`src/rtl/entrada_teclado.sv`:
```
// Keypad debounce front end with single-cycle enable pulse and inactivity timer.
// Optional macro DIGITO_FILTRO_EN: reject key codes above 9.
module entrada_teclado #(
  parameter int DEBOUNCE = 16,
  parameter int TIMEOUT  = 64,
  parameter int CNT_W    = 16
) (
  input  logic       clk,
  input  logic       rst_n,
  input  logic       teclaValida,
  input  logic [3:0] teclaCodigo,
  input  logic       clear,
  output logic       enable,
  output logic [3:0] digito,
  output logic       tempoLimite
);

  typedef enum logic [1:0] {
    SOLTO,
    FILTRANDO,
    PRESSIONADO,
    LIBERANDO
  } estado_t;

`ifdef DIGITO_FILTRO_EN
  localparam bit FILTRO = 1'b1;
`else
  localparam bit FILTRO = 1'b0;
`endif

  localparam logic [CNT_W-1:0] ULTIMO = CNT_W'(DEBOUNCE - 1);
  localparam logic [CNT_W-1:0] LIMITE = CNT_W'(TIMEOUT);
  localparam logic [CNT_W-1:0] UM     = CNT_W'(1);

  estado_t          estado, estadoNext;
  logic [CNT_W-1:0] cnt, cntNext;
  logic [CNT_W-1:0] timer, timerNext;
  logic [3:0]       codigo, codigoNext;
  logic [3:0]       digitoNext;
  logic             enableNext, tempoNext;
  logic             invalido;

  assign invalido = FILTRO && (teclaCodigo > 4'd9);

  always_ff @(posedge clk or negedge rst_n) begin
    if (!rst_n) begin
      estado      <= SOLTO;
      cnt         <= '0;
      timer       <= '0;
      codigo      <= 4'h0;
      digito      <= 4'h0;
      enable      <= 1'b0;
      tempoLimite <= 1'b0;
    end else begin
      estado      <= estadoNext;
      cnt         <= cntNext;
      timer       <= timerNext;
      codigo      <= codigoNext;
      digito      <= digitoNext;
      enable      <= enableNext;
      tempoLimite <= tempoNext;
    end
  end

  always_comb begin
    estadoNext = estado;
    cntNext    = cnt;
    codigoNext = codigo;
    digitoNext = digito;
    enableNext = 1'b0;
    unique case (estado)
      SOLTO: begin
        if (teclaValida) begin
          codigoNext = teclaCodigo;
          cntNext    = UM;
          estadoNext = FILTRANDO;
        end
      end
      FILTRANDO: begin
        if (!teclaValida) begin
          estadoNext = SOLTO;
        end else if (teclaCodigo != codigo) begin
          codigoNext = teclaCodigo;
          cntNext    = invalido ? '0 : UM;
        end else if (invalido) begin
          cntNext = '0;
        end else if (cnt == ULTIMO) begin
          estadoNext = PRESSIONADO;
          enableNext = 1'b1;
          digitoNext = codigo;
        end else begin
          cntNext = cnt + UM;
        end
      end
      PRESSIONADO: begin
        if (!teclaValida) begin
          cntNext    = UM;
          estadoNext = LIBERANDO;
        end
      end
      LIBERANDO: begin
        if (teclaValida) begin
          estadoNext = PRESSIONADO;
        end else if (cnt == ULTIMO) begin
          cntNext    = '0;
          estadoNext = SOLTO;
        end else begin
          cntNext = cnt + UM;
        end
      end
      default: estadoNext = SOLTO;
    endcase
  end

  // Timer restarts on the registered enable, so it counts from the pulse cycle.
  always_comb begin
    timerNext = '0;
    tempoNext = 1'b0;
    if (!clear && !enable) begin
      timerNext = (timer == LIMITE) ? timer : timer + UM;
      tempoNext = (timerNext == LIMITE);
    end
  end

endmodule

```
`config.mk`:
```
export PLATFORM = sky130hd
export DESIGN_NAME = entrada_teclado
export DESIGN_NICKNAME = d
export VERILOG_FILES = /design/src/rtl/entrada_teclado.sv
export SDC_FILE = /design/constraint.sdc
export NUM_CORES = 1
export LEC_CHECK = 0
export CORE_UTILIZATION = 35
export DETAILED_ROUTE_END_ITERATION = 16
export GPL_TIMING_DRIVEN = 0
export PLACE_DENSITY = 0.5
export SLEW_MARGIN = 40
export SYNTH_ARGS = -nofsm -noshare
export SYNTH_HDL_FRONTEND = slang
export SYNTH_SLANG_ARGS = --single-unit
```
`constraint.sdc`:
```
create_clock -name clk -period 2.3 [get_ports clk]
set_input_delay 0.23 -clock clk [delete_from_list [all_inputs] [get_ports clk]]
set_output_delay 0.23 -clock clk [all_outputs]
set_load 0.01 [all_outputs]
```
; ---- After elaboration in Yosys (flattened, before gate mapping)
; Index checks and enable logic that the tools add are counted.
; Widths: inputs -> output; s select.
[op_classes]
add_sub_neg = 2
eq_ne = 16
muxes = 27
bitwise_logic = 1
reduce_logical = 9
[ops]
columns = cell, n
row1 = $mux 16, 9
row2 = $pmux 16 s4, 1
row3 = $add 16x1->16 const B, 2
row4 = $eq 16x7->1 const B, 2
row5 = $eq 16x4->1 const B, 1
row6 = $mux 2, 7
row7 = $mux 4, 3
row8 = $ne 3x3->1 const B, 4
row9 = $ne 2x2->1 const B, 5
row10 = $reduce_and 5->1, 2
row11 = $pmux 2 s4, 1
row12 = $pmux 4 s2, 1
row13 = $reduce_and 4->1, 2
row14 = $mux 1, 5
row15 = $eq 2x2->1 const B, 2
row16 = $ne 4x4->1, 1
row17 = $eq 2x1->1 const B, 1
row18 = $logic_not 1->1, 2
row19 = $logic_not 2->1, 1
row20 = $reduce_bool 2->1, 1
row21 = $logic_and 1x1->1, 1
row22 = $not 1->1, 1
[word_totals]
ff_bits = 44
in_bits = 8
output_inout_bits = 6

; ---- Longest topological paths before layout
; Gate-level depths: netlist of run 1.
[logic_depth]
depth_word = 5
ltp_mapped = 8
mapped_depth_nobuf = 8

; ---- Worst setup path before layout of run 1
; Ideal clock, no wire load.
[synth_path]
kind = reg2reg
from = register cnt[0]
to = register cnt[5]
arrival_time_ps = 1796
setup_slack_ps = 426
stages_incl_launch_ff = 9
path_buffers = 1
synth_period_minus_slack_ps = 1874
path_cell_list = dfrtp_1 > ha_1 > and3_1 > nand4_2 > nor3_4 > o21a_1 > buf_4 > or3_1 > a21oi_1
[synth_via]
elab_chain_cells = 5
[synth_rtl]
columns = element, line
row1 = start: declaration, 36  ; logic [CNT_W-1:0] cnt, cntNext;
row2 = start signal: assignment, 56  ; cnt <= cntNext;
row3 = $add 16x1->16, "92, 108"
row4 = $mux 16, 87  ; end else if (cnt == ULTIMO) begin
row5 = $mux 16, 82  ; end else if (teclaCodigo != codigo) begin
row6 = $mux 16, 80  ; if (!teclaValida) begin
row7 = $pmux 16 s4, 71  ; unique case (estado)
; Parallel ways exist; a longest one is shown, timed or not. The select of a mux whose other input is x is not followed.
; A chain may end at the register's enable or synchronous reset.

; ---- Worst setup path after layout of run 1
[layout_path]
from = register cnt[0]
to = register digito[0]
[layout_via]
elab_chain_cells = 2
[layout_rtl]
columns = element, line
row1 = $eq 16x4->1, 87
row2 = $reduce_and 4->1 (no source line), n/a
row3 = end signal: assignment, 59  ; digito <= digitoNext;
row4 = end: declaration, 14  ; output logic [3:0] digito,
; Every way passes these cells.

==> results of run 1 <==
[repair_timing]
item,4_1_cts,5_1_grt
endpoints found under the setup margin,0,6
hold buffers,1,0
hold endpoints to repair,12,0
resized for setup,0,4
buffers inserted,0,2
[critical path: cells and delay by family (launching register included)]
kind                     cells  cell delay [ps]
AND/OR/NAND/NOR              4              850
flip-flops                   1              470
multiplexers                 1              300
adder cells (fa/ha/maj)      1              220
buffers and inverters        1              160
[state kept, by name, indices dropped and copies added (netlist names), named ones only]
register and count:
codigo 4, enable 1, timer 16, estado 1
cnt 16, digito 4, tempoLimite 1
[layout by cell type, fill, tap and decap left out, types with 4 or more instances in the layout]
cell	count
sky130_fd_sc_hd__xnor2_1	11
sky130_fd_sc_hd__and3_1	9
sky130_fd_sc_hd__nand2_1	29
sky130_fd_sc_hd__clkbuf_8	6
sky130_fd_sc_hd__o21ai_1	4
sky130_fd_sc_hd__buf_4	4
sky130_fd_sc_hd__nand4_1	9
sky130_fd_sc_hd__nand3_1	15
sky130_fd_sc_hd__clkbuf_1	6
sky130_fd_sc_hd__dfrtp_1	43
sky130_fd_sc_hd__xor2_1	15
sky130_fd_sc_hd__a21oi_1	12
sky130_fd_sc_hd__nor4_1	4
sky130_fd_sc_hd__clkdlybuf4s50_1	11
sky130_fd_sc_hd__o21ai_0	11
sky130_fd_sc_hd__mux2_2	4
sky130_fd_sc_hd__nor2_1	31
sky130_fd_sc_hd__nor3_1	6
sky130_fd_sc_hd__or3_1	7
sky130_fd_sc_hd__inv_1	8
[layout make-up]
class | count | area (um^2) | area share, %
sequential | 44 | 1100 | 39.5
buffer | 10 | 52.6 | 1.88
clock buffer | 7 | 86.3 | 3.09
multi-input combinational | 204 | 1250 | 44.9
inverter | 8 | 30.0 | 1.08
tap | 77 | 96.3 | 3.45
timing repair buffer | 16 | 163 | 5.82
clock inverter | 1 | 7.51 | 0.269
[power by group through the flow]
stage	registers (mW)	clock network (mW)	logic (mW)
3_5_place_dp	0.824	0	0.119
6_report	0.810	0.514	0.117
4_1_cts	0.809	0.538	0.120
2_1_floorplan	0.818	0	0.0695
5_1_grt	0.813	0.567	0.136
3_3_place_gp	0.825	0	0.115
[Yosys cell counts, types with 3 or more instances]
master	n	area [um^2]
sky130_fd_sc_hd__nand3_1	15	75.1
sky130_fd_sc_hd__nand4_1	9	56.3
sky130_fd_sc_hd__buf_2	3	15.0
sky130_fd_sc_hd__nor2b_1	3	18.8
sky130_fd_sc_hd__mux2_2	4	45.0
sky130_fd_sc_hd__or3_1	7	43.8
sky130_fd_sc_hd__nand2b_1	3	18.8
sky130_fd_sc_hd__clkbuf_1	5	18.8
sky130_fd_sc_hd__o21ai_0	11	55.1
sky130_fd_sc_hd__nor2_1	31	116
sky130_fd_sc_hd__xor2_1	15	131
sky130_fd_sc_hd__nand2_1	29	109
sky130_fd_sc_hd__a21oi_1	12	60.1
sky130_fd_sc_hd__xnor2_1	11	96.3
sky130_fd_sc_hd__ha_1	3	37.5
sky130_fd_sc_hd__nor3_1	7	35.0
sky130_fd_sc_hd__nor4_1	4	25.0
sky130_fd_sc_hd__inv_1	8	30.0
sky130_fd_sc_hd__o21ai_1	4	20.0
sky130_fd_sc_hd__dfrtp_1	44	1100
sky130_fd_sc_hd__and3_1	9	56.3
[cells by family (layout without fill, tap and decap cells)]
logic type,Yosys count,in the layout,synth area share (%)
DFF,44,44,45.4
AOI/OAI and AO/OA,40,40,9.95
xor gates and xnor gates,26,26,9.38
adders and majority gates,3,3,1.55
and+or+nand+nor,131,131,28.5
muxes,4,4,1.86
buffers and inverters,18,42,3.40
[layer usage]
layer | GRT usage (%) | part of all wire, %
met4 | 5.00 | 1.3
met3 | 2.92 | 2.9
met1 | 21.3 | 52
met2 | 23.2 | 43
met5 | 0 | 0
[worst max-delay path by stage]
stage	start	end	slack, ps	cells after the start
6_report	cnt[0]$_DFFE_PN0P_	digito[0]$_DFFE_PN0P_	190	7
3_3_place_gp	rst_n	digito[1]$_DFFE_PN0P_	-290	1
3_5_place_dp	timer[0]$_DFF_PN0_	tempoLimite$_DFF_PN0_	90	7
4_1_cts	timer[0]$_DFF_PN0_	tempoLimite$_DFF_PN0_	70	7
5_1_grt	cnt[0]$_DFFE_PN0P_	cnt[11]$_DFFE_PN0P_	6	7
2_1_floorplan	cnt[0]$_DFFE_PN0P_	cnt[5]$_DFFE_PN0P_	430	8
[through the flow]
step                cell area, um^2  utilization, %
floorplan                      2430               -
global placement               2640            40.5
global route                   2790            42.8
finish                         2790            42.8
detailed placement             2660            40.7
CTS                            2770            42.3
==> impl_metrics.prom, run 1 <==
# TYPE chip_impl_metric gauge
chip_impl_metric{name="finalSetupViolations",unit=""} 0
chip_impl_metric{name="num-fill-cells",unit=""} 686
chip_impl_metric{name="netlist_area",unit="um^2"} 2430
chip_impl_metric{name="fin_crit",unit="ps"} 2110
chip_impl_metric{name="drt-wirelength-per-cell",unit="um"} 13.5
chip_impl_metric{name="cpPeakStageDelay",unit="ps"} 470
chip_impl_metric{name="initial_core_util",unit="%"} 37.2
chip_impl_metric{name="cts_made_buffers",unit=""} 5
chip_impl_metric{name="maxCapViolCount",unit=""} 0
chip_impl_metric{name="port_buffers",unit=""} 12
chip_impl_metric{name="vias",unit=""} 1900
chip_impl_metric{name="tightestPinTransition",unit="ps"} 506
chip_impl_metric{name="rrSetupSlack",unit="ps"} 190
chip_impl_metric{name="grt_start_max_net_pins",unit=""} 33
chip_impl_metric{name="leakagePower",unit="nW"} 1.18
chip_impl_metric{name="clock_sinks",unit=""} 44
chip_impl_metric{name="synth_async_reset_ratio",unit="%"} 100
chip_impl_metric{name="setup_total_negative_slack",unit="ps"} 0
chip_impl_metric{name="grt_pass1_wl",unit="mm"} 8.65
chip_impl_metric{name="maxClockFrequency",unit="MHz"} 474
chip_impl_metric{name="design.final.nets",unit=""} 300
chip_impl_metric{name="synth.yosys.seq_area_share",unit="%"} 45.4
chip_impl_metric{name="cts_buffer_depth",unit=""} 2
chip_impl_metric{name="floorplan.io_pins",unit=""} 14
chip_impl_metric{name="antenna_left",unit=""} 0
chip_impl_metric{name="hold_violations",unit=""} 0
chip_impl_metric{name="share_comb_of_total_power",unit="%"} 8.1
chip_impl_metric{name="layoutNonFillerInstCount",unit=""} 367
chip_impl_metric{name="synth-edff-count",unit=""} 0
chip_impl_metric{name="grt_antenna_before_repair",unit=""} 0
chip_impl_metric{name="critical_path_at",unit="ps"} 2300
chip_impl_info{name="critical_path.cell_chain",value="ha_1 > and3_1 > nand4_2 > nor3_4 > buf_4 > nand2_2 > mux2_2"} 1
chip_impl_metric{name="skew",unit="ps"} 5.12
chip_impl_metric{name="synth_area_per_cell",unit="um^2"} 9.13
chip_impl_metric{name="syn_inst",unit=""} 266
chip_impl_metric{name="hpwl",unit="mm"} 3.47
chip_impl_metric{name="route.detailed.vias_per_inst",unit=""} 5.18
chip_impl_metric{name="worst_ir_drop_vdd",unit="V"} 0.000261
chip_impl_info{name="synthFlopType",value="sky130_fd_sc_hd__dfrtp_1"} 1
chip_impl_metric{name="groute.usage.overall",unit="%"} 15.1
chip_impl_info{name="status",value="finished clean"} 1
chip_impl_metric{name="pre_cts_slack",unit="ps"} 93.0
chip_impl_metric{name="drive_above_1_share",unit="%"} 11.0
chip_impl_metric{name="num_rows",unit=""} 29
chip_impl_metric{name="h_tree_level_count",unit=""} 2
chip_impl_metric{name="required",unit="ps"} 2490
chip_impl_metric{name="detailedRoute.firstIterationViolations",unit=""} 72
chip_impl_metric{name="antenna_cells_inserted",unit=""} 0
chip_impl_metric{name="clk_pwr_share",unit="%"} 35.7
chip_impl_metric{name="timing.reg2reg.worst_path_depth",unit=""} 7
chip_impl_metric{name="p_int",unit="mW"} 1.08
chip_impl_metric{name="core_area",unit="um^2"} 6530
chip_impl_metric{name="relative_max_transition_margin",unit="%"} 65.9
chip_impl_info{name="tritoncts_clock_tree",value="built"} 1
chip_impl_metric{name="switching_share",unit="%"} 25.1
chip_impl_metric{name="report.power.total",unit="mW"} 1.44
chip_impl_metric{name="floorplan.die.height",unit="um"} 85.3
chip_impl_info{name="timing.critical_path.to_type",value="flip-flop"} 1
chip_impl_metric{name="gp_routability_congestion",unit=""} 0.784
chip_impl_info{name="crit_reg_reg_startpoint",value="cnt[0]$_DFFE_PN0P_"} 1
chip_impl_metric{name="wirelength",unit="mm"} 4.95
chip_impl_metric{name="synth.yosys.warnings",unit=""} 0
chip_impl_metric{name="power_per_cell_area",unit="nW/um^2"} 516
chip_impl_info{name="start_kind",value="flip-flop"} 1
chip_impl_metric{name="finalHoldWorstSlack",unit="ps"} 321
chip_impl_metric{name="final.setup.worst_slack",unit="ps"} 190
chip_impl_info{name="holdCritPathClass",value="input pin to async pin"} 1
chip_impl_metric{name="syn_to_final_growth",unit="%"} 15.1
chip_impl_metric{name="die_w",unit="um"} 85.3
chip_impl_info{name="worst_r2r_endpoint",value="digito[0]$_DFFE_PN0P_"} 1
chip_impl_metric{name="die_area",unit="um^2"} 7270
chip_impl_metric{name="netlist-cell-type-count",unit=""} 45
chip_impl_info{name="clock-root-buffer",value="sky130_fd_sc_hd__clkbuf_8"} 1
chip_impl_metric{name="final_cycle_utilization_of_the_critical_path",unit="%"} 91.7
chip_impl_metric{name="worst_setup_hold_path_clk_slew",unit="ps"} 90
chip_impl_info{name="critical-path-slowest-cell",value="sky130_fd_sc_hd__dfrtp_1"} 1
chip_impl_metric{name="firstDrtPassIters",unit=""} 4
chip_impl_metric{name="route.detailed.drc",unit=""} 0
chip_impl_metric{name="slew_viol_final",unit=""} 0
chip_impl_metric{name="grt-ovfl-total",unit=""} 0
chip_impl_info{name="rsz0062_at_grt",value="false"} 1
chip_impl_metric{name="placed_cells_incl_taps",unit=""} 356
chip_impl_metric{name="synthesis.nets",unit=""} 277
chip_impl_metric{name="clk_latency",unit="ps"} 300
chip_impl_metric{name="pwr-share-seq",unit="%"} 56.2
chip_impl_metric{name="synth_seq_cells",unit=""} 44
chip_impl_info{name="setup.worst_path.class",value="flip-flop to flip-flop"} 1
chip_impl_metric{name="first_global_vias",unit=""} 1795
chip_impl_metric{name="crit_fanout",unit=""} 8
chip_impl_metric{name="total_switching_power",unit="mW"} 0.361
(Power assumes the default switching activity.)
==> run 2, diff against run 1 <==
- CORE_UTILIZATION: 35 -> 31
- PLACE_DENSITY: 0.5 -> 0.45
- TNS_END_PERCENT: default -> 10
==> impl_metrics.prom, run 2 (same netlist as run 1, synthesis figures left out) <==
# TYPE chip_impl_metric gauge
chip_impl_info{name="status",value="finished clean"} 1
chip_impl_metric{name="route.detailed.vias_per_inst",unit=""} 4.97
chip_impl_metric{name="final_cycle_utilization_of_the_critical_path",unit="%"} 93.4
chip_impl_metric{name="drt-wirelength-per-cell",unit="um"} 13.1
chip_impl_metric{name="grtUsageMet3",unit="%"} 3.03
chip_impl_metric{name="die_area",unit="um^2"} 8190
chip_impl_metric{name="die_w",unit="um"} 90.5
chip_impl_metric{name="cts_made_buffers",unit=""} 5
chip_impl_metric{name="worst_setup_hold_path_clk_slew",unit="ps"} 90
chip_impl_metric{name="h_tree_level_count",unit=""} 2
chip_impl_metric{name="grt_start_max_net_pins",unit=""} 35
chip_impl_info{name="rsz0062_at_grt",value="false"} 1
chip_impl_metric{name="worst-path-buf-inv",unit=""} 1
chip_impl_info{name="setup.worst_path.class",value="flip-flop to flip-flop"} 1
chip_impl_metric{name="gp_routability_congestion",unit=""} 0.756
chip_impl_info{name="largest_registers_ranked_by_flip_flop_count",value="cnt x16, timer x16"} 1
chip_impl_metric{name="area.sequential",unit="um^2"} 1100
chip_impl_metric{name="required",unit="ps"} 2490
chip_impl_info{name="holdCritPathClass",value="input pin to async pin"} 1
chip_impl_metric{name="wirelength",unit="mm"} 5.10
chip_impl_metric{name="final.setup.worst_slack",unit="ps"} 152
chip_impl_metric{name="finalHoldWorstSlack",unit="ps"} 321
chip_impl_metric{name="finalSetupViolations",unit=""} 0
chip_impl_metric{name="num-fill-cells",unit=""} 763
chip_impl_metric{name="antenna_left",unit=""} 0
chip_impl_metric{name="initial_core_util",unit="%"} 32.8
chip_impl_metric{name="route.detailed.drc",unit=""} 0
chip_impl_info{name="most-common-layout-cells",value="43 x sky130_fd_sc_hd__dfrtp_1, 31 x sky130_fd_sc_hd__nor2_1, 29 x sky130_fd_sc_hd__nand2_1"} 1
chip_impl_metric{name="first_global_vias",unit=""} 1814
chip_impl_info{name="timing.critical_path.to_type",value="flip-flop"} 1
chip_impl_metric{name="groute.usage.overall",unit="%"} 13.4
chip_impl_metric{name="maxCapViolCount",unit=""} 0
chip_impl_info{name="critical-path-slowest-cell",value="sky130_fd_sc_hd__nor4_1"} 1
chip_impl_metric{name="hpwl",unit="mm"} 3.56
chip_impl_metric{name="relative_max_transition_margin",unit="%"} 63.0
chip_impl_metric{name="grt_antenna_before_repair",unit=""} 0
chip_impl_metric{name="floorplan.io_pins",unit=""} 14
chip_impl_metric{name="firstDrtPassIters",unit=""} 4
chip_impl_metric{name="clk_latency",unit="ps"} 300
chip_impl_metric{name="cts_buffer_depth",unit=""} 2
chip_impl_info{name="global_route.peak_usage_layer",value="met1"} 1
chip_impl_info{name="critical-path-top-delay-family",value="simple AND/OR/NAND/NOR gates"} 1
chip_impl_metric{name="hold_violations",unit=""} 0
chip_impl_metric{name="worst_ir_drop_vdd",unit="V"} 0.000245
chip_impl_metric{name="slew_viol_final",unit=""} 0
chip_impl_metric{name="grt_pass1_wl",unit="mm"} 9.00
chip_impl_metric{name="num_rows",unit=""} 31
chip_impl_metric{name="core_area",unit="um^2"} 7410
chip_impl_info{name="start_kind",value="flip-flop"} 1
chip_impl_metric{name="gr-usage-met1",unit="%"} 19.9
chip_impl_metric{name="met2_usage_in_global_routing",unit="%"} 19.3
chip_impl_metric{name="critical_path_at",unit="ps"} 2340
chip_impl_metric{name="tightestPinTransition",unit="ps"} 551
chip_impl_metric{name="placed_cells_incl_taps",unit=""} 378
chip_impl_metric{name="antenna_cells_inserted",unit=""} 0
chip_impl_metric{name="power_per_cell_area",unit="nW/um^2"} 532
chip_impl_metric{name="fin_crit",unit="ps"} 2150
chip_impl_metric{name="detailedRoute.firstIterationViolations",unit=""} 90
chip_impl_metric{name="layoutNonFillerInstCount",unit=""} 389
chip_impl_metric{name="grt-ovfl-total",unit=""} 0
chip_impl_metric{name="cpPeakStageDelay",unit="ps"} 480
chip_impl_metric{name="pre_cts_slack",unit="ps"} 69.1
chip_impl_metric{name="crit_fanout",unit=""} 7
chip_impl_metric{name="syn_to_final_growth",unit="%"} 17.8
chip_impl_info{name="tritoncts_clock_tree",value="built"} 1
chip_impl_metric{name="clock_sinks",unit=""} 44
chip_impl_metric{name="floorplan.die.height",unit="um"} 90.5
chip_impl_metric{name="design.final.nets",unit=""} 300
chip_impl_metric{name="skew",unit="ps"} 8.88
chip_impl_info{name="clock-root-buffer",value="sky130_fd_sc_hd__clkbuf_8"} 1
chip_impl_metric{name="vias",unit=""} 1934
chip_impl_metric{name="final_core_density",unit="%"} 38.6
chip_impl_info{name="critical_path.cell_chain",value="nor4_1 > nand4_4 > nor3_4 > buf_4 > nand2_2 > mux2_2"} 1
chip_impl_metric{name="port_buffers",unit=""} 12
chip_impl_metric{name="maxClockFrequency",unit="MHz"} 466
chip_impl_metric{name="multi_input_area",unit="um^2"} 1270
chip_impl_metric{name="drive_above_1_share",unit="%"} 11.4
chip_impl_metric{name="leakagePower",unit="nW"} 1.21
chip_impl_info{name="mostFrequentLayoutCell",value="sky130_fd_sc_hd__dfrtp_1"} 1
[run 2: cell count changes in the layout (fill, tap and decap cells not counted), sizes merged]
cell and delta:
clkbuf -2, bufinv +1, clkinv +1
[run 2: timing repair]
item | CTS | global route
endpoints found under the hold margin | 10 | 0
gates resized for setup | 0 | 8
buffers inserted | 0 | 2
hold buffers | 1 | 0
endpoints found under the setup margin | 0 | 15
[run 2: power breakdown]
part	switching [mW]	internal (mW)	total (mW)
clock network	0.273	0.322	0.595
logic	0.0705	0.0485	0.119
registers	0.0200	0.788	0.808
total	0.364	1.16	1.52
[run 2: layer usage]
layer | vias to the layer above | share of wire, %
met5 | - | 0
met4 | 0 | 1.2
met3 | 5 | 3.3
met2 | 28 | 45
met1 | 923 | 51
li1 | 978 | -
[run 2: final timing paths]
| kind | start | endpoint | slack (ps) | depth (start not counted) |
|---|---|---|---|---|
| hold reg to reg | digito[1]$_DFFE_PN0P_ | digito[1]$_DFFE_PN0P_ | 520 | 1 |
| max in group asynchronous | rst_n | timer[0]$_DFF_PN0_ | 1570 | 3 |
| min in group clk | teclaValida | cnt[0]$_DFFE_PN0P_ | 430 | 3 |
| setup / recovery | cnt[5]$_DFFE_PN0P_ | digito[0]$_DFFE_PN0P_ | 150 | 6 |
| setup reg to reg | cnt[5]$_DFFE_PN0P_ | digito[0]$_DFFE_PN0P_ | 150 | 6 |
| hold / removal | rst_n | cnt[8]$_DFFE_PN0P_ | 320 | 2 |
[run 2: area by class of cell]
type / count / share of cell area (%)
multi-input combinational: 204 / 44.6
sequential: 44 / 38.5
timing repair buffer: 16 / 5.69
tap: 99 / 4.33
clock buffer: 5 / 2.41
buffer: 10 / 1.92
clock inverter: 3 / 1.49
inverter: 8 / 1.05
[run 2: per-stage QoR]
step                TNS (ps)  cell area [um^2]  power (mW)
finish                     0              2860        1.52
global route               0              2860        1.60
CTS                        0              2810        1.55
detailed placement         0              2690       0.943
global placement      -16390              2670       0.940
floorplan                  0              2430       0.888
==> run 3, diff against run 2 <==
- CTS_CLUSTER_DIAMETER: default -> 40
- RECOVER_POWER: default -> 50
- TNS_END_PERCENT: 10 -> default
==> impl_metrics.prom, run 3 (same netlist as run 1, synthesis figures left out) <==
# TYPE chip_impl_metric gauge
chip_impl_info{name="status",value="finished clean"} 1
chip_impl_metric{name="floorplan.die.height",unit="um"} 90.5
chip_impl_metric{name="drive_above_1_share",unit="%"} 10.7
chip_impl_metric{name="power_per_cell_area",unit="nW/um^2"} 534
chip_impl_metric{name="finalSetupViolations",unit=""} 0
chip_impl_metric{name="switching_share",unit="%"} 23.9
chip_impl_metric{name="final_cycle_utilization_of_the_critical_path",unit="%"} 93.1
chip_impl_info{name="most-common-layout-cells",value="43 x sky130_fd_sc_hd__dfrtp_1, 31 x sky130_fd_sc_hd__nor2_1, 29 x sky130_fd_sc_hd__nand2_1"} 1
chip_impl_info{name="start_kind",value="flip-flop"} 1
chip_impl_metric{name="report.power.total",unit="mW"} 1.52
chip_impl_metric{name="wirelength",unit="mm"} 5.11
chip_impl_metric{name="worst-path-buf-inv",unit=""} 1
chip_impl_metric{name="total_switching_power",unit="mW"} 0.363
chip_impl_metric{name="fin_crit",unit="ps"} 2140
chip_impl_metric{name="p_int",unit="mW"} 1.15
chip_impl_metric{name="floorplan.io_pins",unit=""} 14
chip_impl_metric{name="finish.instance_area",unit="um^2"} 2840
chip_impl_metric{name="skew",unit="ps"} 8.96
chip_impl_info{name="critical-path-top-delay-family",value="simple AND/OR/NAND/NOR gates"} 1
chip_impl_metric{name="num_rows",unit=""} 31
chip_impl_metric{name="leakagePower",unit="nW"} 1.20
chip_impl_metric{name="clock_sinks",unit=""} 44
chip_impl_metric{name="pwr-share-seq",unit="%"} 53.2
chip_impl_metric{name="crit_fanout",unit=""} 7
chip_impl_metric{name="h_tree_level_count",unit=""} 2
chip_impl_metric{name="share_comb_of_total_power",unit="%"} 7.6
chip_impl_info{name="tritoncts_clock_tree",value="built"} 1
chip_impl_metric{name="first_global_vias",unit=""} 1814
chip_impl_metric{name="critical_path_at",unit="ps"} 2330
chip_impl_metric{name="grt_start_max_net_pins",unit=""} 35
chip_impl_metric{name="gp_routability_congestion",unit=""} 0.756
chip_impl_metric{name="antenna_left",unit=""} 0
chip_impl_metric{name="cpPeakStageDelay",unit="ps"} 480
chip_impl_info{name="clock-root-buffer",value="sky130_fd_sc_hd__clkbuf_8"} 1
chip_impl_metric{name="grt_pass1_wl",unit="mm"} 9.00
chip_impl_info{name="holdCritPathClass",value="input pin to flip-flop"} 1
chip_impl_metric{name="placed_cells_incl_taps",unit=""} 378
chip_impl_metric{name="clk_pwr_share",unit="%"} 39.2
chip_impl_metric{name="postPlaceCellArea",unit="um^2"} 2690
chip_impl_metric{name="syn_to_final_growth",unit="%"} 17.0
chip_impl_info{name="setup.worst_path.class",value="flip-flop to flip-flop"} 1
chip_impl_info{name="mostFrequentLayoutCell",value="sky130_fd_sc_hd__dfrtp_1"} 1
chip_impl_metric{name="antenna_cells_inserted",unit=""} 0
chip_impl_metric{name="layoutNonFillerInstCount",unit=""} 389
chip_impl_metric{name="maxClockFrequency",unit="MHz"} 467
chip_impl_metric{name="route.detailed.vias_per_inst",unit=""} 5.00
chip_impl_metric{name="slew_viol_final",unit=""} 0
chip_impl_metric{name="cts_buffer_depth",unit=""} 2
chip_impl_metric{name="route.detailed.drc",unit=""} 0
chip_impl_metric{name="initial_core_util",unit="%"} 32.8
chip_impl_metric{name="hpwl",unit="mm"} 3.56
chip_impl_metric{name="worst_setup_hold_path_clk_slew",unit="ps"} 90
chip_impl_metric{name="grt-ovfl-total",unit=""} 0
chip_impl_info{name="timing.critical_path.to_type",value="flip-flop"} 1
chip_impl_metric{name="num-fill-cells",unit=""} 768
chip_impl_info{name="critical_path.cell_chain",value="nor4_1 > nand4_4 > nor3_4 > buf_4 > nand2_2 > mux2_2"} 1
chip_impl_metric{name="firstDrtPassIters",unit=""} 4
chip_impl_metric{name="groute.usage.overall",unit="%"} 13.4
chip_impl_metric{name="grt_antenna_before_repair",unit=""} 0
chip_impl_metric{name="relative_max_transition_margin",unit="%"} 43.2
chip_impl_metric{name="required",unit="ps"} 2490
chip_impl_metric{name="die_area",unit="um^2"} 8190
chip_impl_info{name="rsz0062_at_grt",value="false"} 1
chip_impl_metric{name="maxCapViolCount",unit=""} 0
chip_impl_metric{name="vias",unit=""} 1944
chip_impl_metric{name="cts_made_buffers",unit=""} 5
chip_impl_info{name="critical-path-slowest-cell",value="sky130_fd_sc_hd__nor4_1"} 1
chip_impl_metric{name="drt-wirelength-per-cell",unit="um"} 13.1
chip_impl_metric{name="port_buffers",unit=""} 12
chip_impl_metric{name="detailedRoute.firstIterationViolations",unit=""} 81
chip_impl_metric{name="worst_ir_drop_vdd",unit="V"} 0.000245
chip_impl_metric{name="core_area",unit="um^2"} 7410
chip_impl_metric{name="hold_violations",unit=""} 0
chip_impl_metric{name="die_w",unit="um"} 90.5
chip_impl_metric{name="clk_latency",unit="ps"} 300
chip_impl_info{name="largest_registers_ranked_by_flip_flop_count",value="cnt x16, timer x16"} 1
chip_impl_metric{name="tightestPinTransition",unit="ps"} 851
chip_impl_metric{name="design.final.nets",unit=""} 300
==> run 3: what timing repair did <==
action,in CTS,in global routing
setup endpoints to repair,0,15
resized for setup,0,8
setup buffers,0,2
endpoints found under the hold margin,10,0
hold buffers,1,0
==> run 3: path summary, 6_finish.rpt <==
| kind | startpoint | end | slack, ps | depth (start not counted) |
|---|---|---|---|---|
| max in group asynchronous | rst_n | timer[0]$_DFF_PN0_ | 560 | 3 |
| setup reg to reg | cnt[5]$_DFFE_PN0P_ | digito[0]$_DFFE_PN0P_ | 160 | 6 |
| setup / recovery | cnt[5]$_DFFE_PN0P_ | digito[0]$_DFFE_PN0P_ | 160 | 6 |
| min in group asynchronous | rst_n | digito[0]$_DFFE_PN0P_ | 460 | 2 |
| hold / removal | teclaValida | cnt[0]$_DFFE_PN0P_ | 440 | 3 |
| hold reg to reg | digito[3]$_DFFE_PN0P_ | digito[3]$_DFFE_PN0P_ | 510 | 1 |
==> run 3: power by group through the flow <==
stage	sequential (mW)	combinational, mW	clock, mW
after CTS	0.808	0.121	0.624
final	0.808	0.115	0.595
after global routing	0.812	0.133	0.654
after detailed placement	0.824	0.119	0
after floorplan	0.818	0.0695	0
after global placement	0.824	0.116	0
==> run 3: layer usage <==
metal / GRT usage (%) / up-vias / wire length, um
li1: - / 980 / -
met1: 19.9 / 931 / 2640
met2: 19.3 / 27 / 2240
met3: 3.03 / 6 / 162
met4: 3.63 / 0 / 59
met5: 0 / - / 0
==> run 3: worst min-delay path, cell delays in order <==
cell and delay (ps):
sky130_fd_sc_hd__clkbuf_1 190, sky130_fd_sc_hd__o21ai_0 220, sky130_fd_sc_hd__a21oi_1 70
==> run 3: cell type report <==
| class | instances | area [um^2] | share of cell area (%) |
|---|---|---|---|
| Buffer | 10 | 53.8 | 1.89 |
| Clock buffer | 5 | 68.8 | 2.42 |
| Clock inverter | 3 | 42.5 | 1.50 |
| Inverter | 8 | 30.0 | 1.06 |
| Multi-Input combinational cell | 204 | 1270 | 44.9 |
| Sequential cell | 44 | 1100 | 38.8 |
| Tap cell | 99 | 124 | 4.36 |
| Timing Repair Buffer | 16 | 144 | 5.07 |
==> run 3: per-stage QoR <==
step	setup WS, ps	util [%]	hold slack [ps]	TNS (ps)
3_5_place_dp	69.1	36.3	83.5	0
2_1_floorplan	426	-	-65.6	0
4_1_cts	40.6	37.9	318	0
3_3_place_gp	-377	36.1	492	-16390
6_report	158	38.3	441	0
5_1_grt	10.5	38.3	457	0
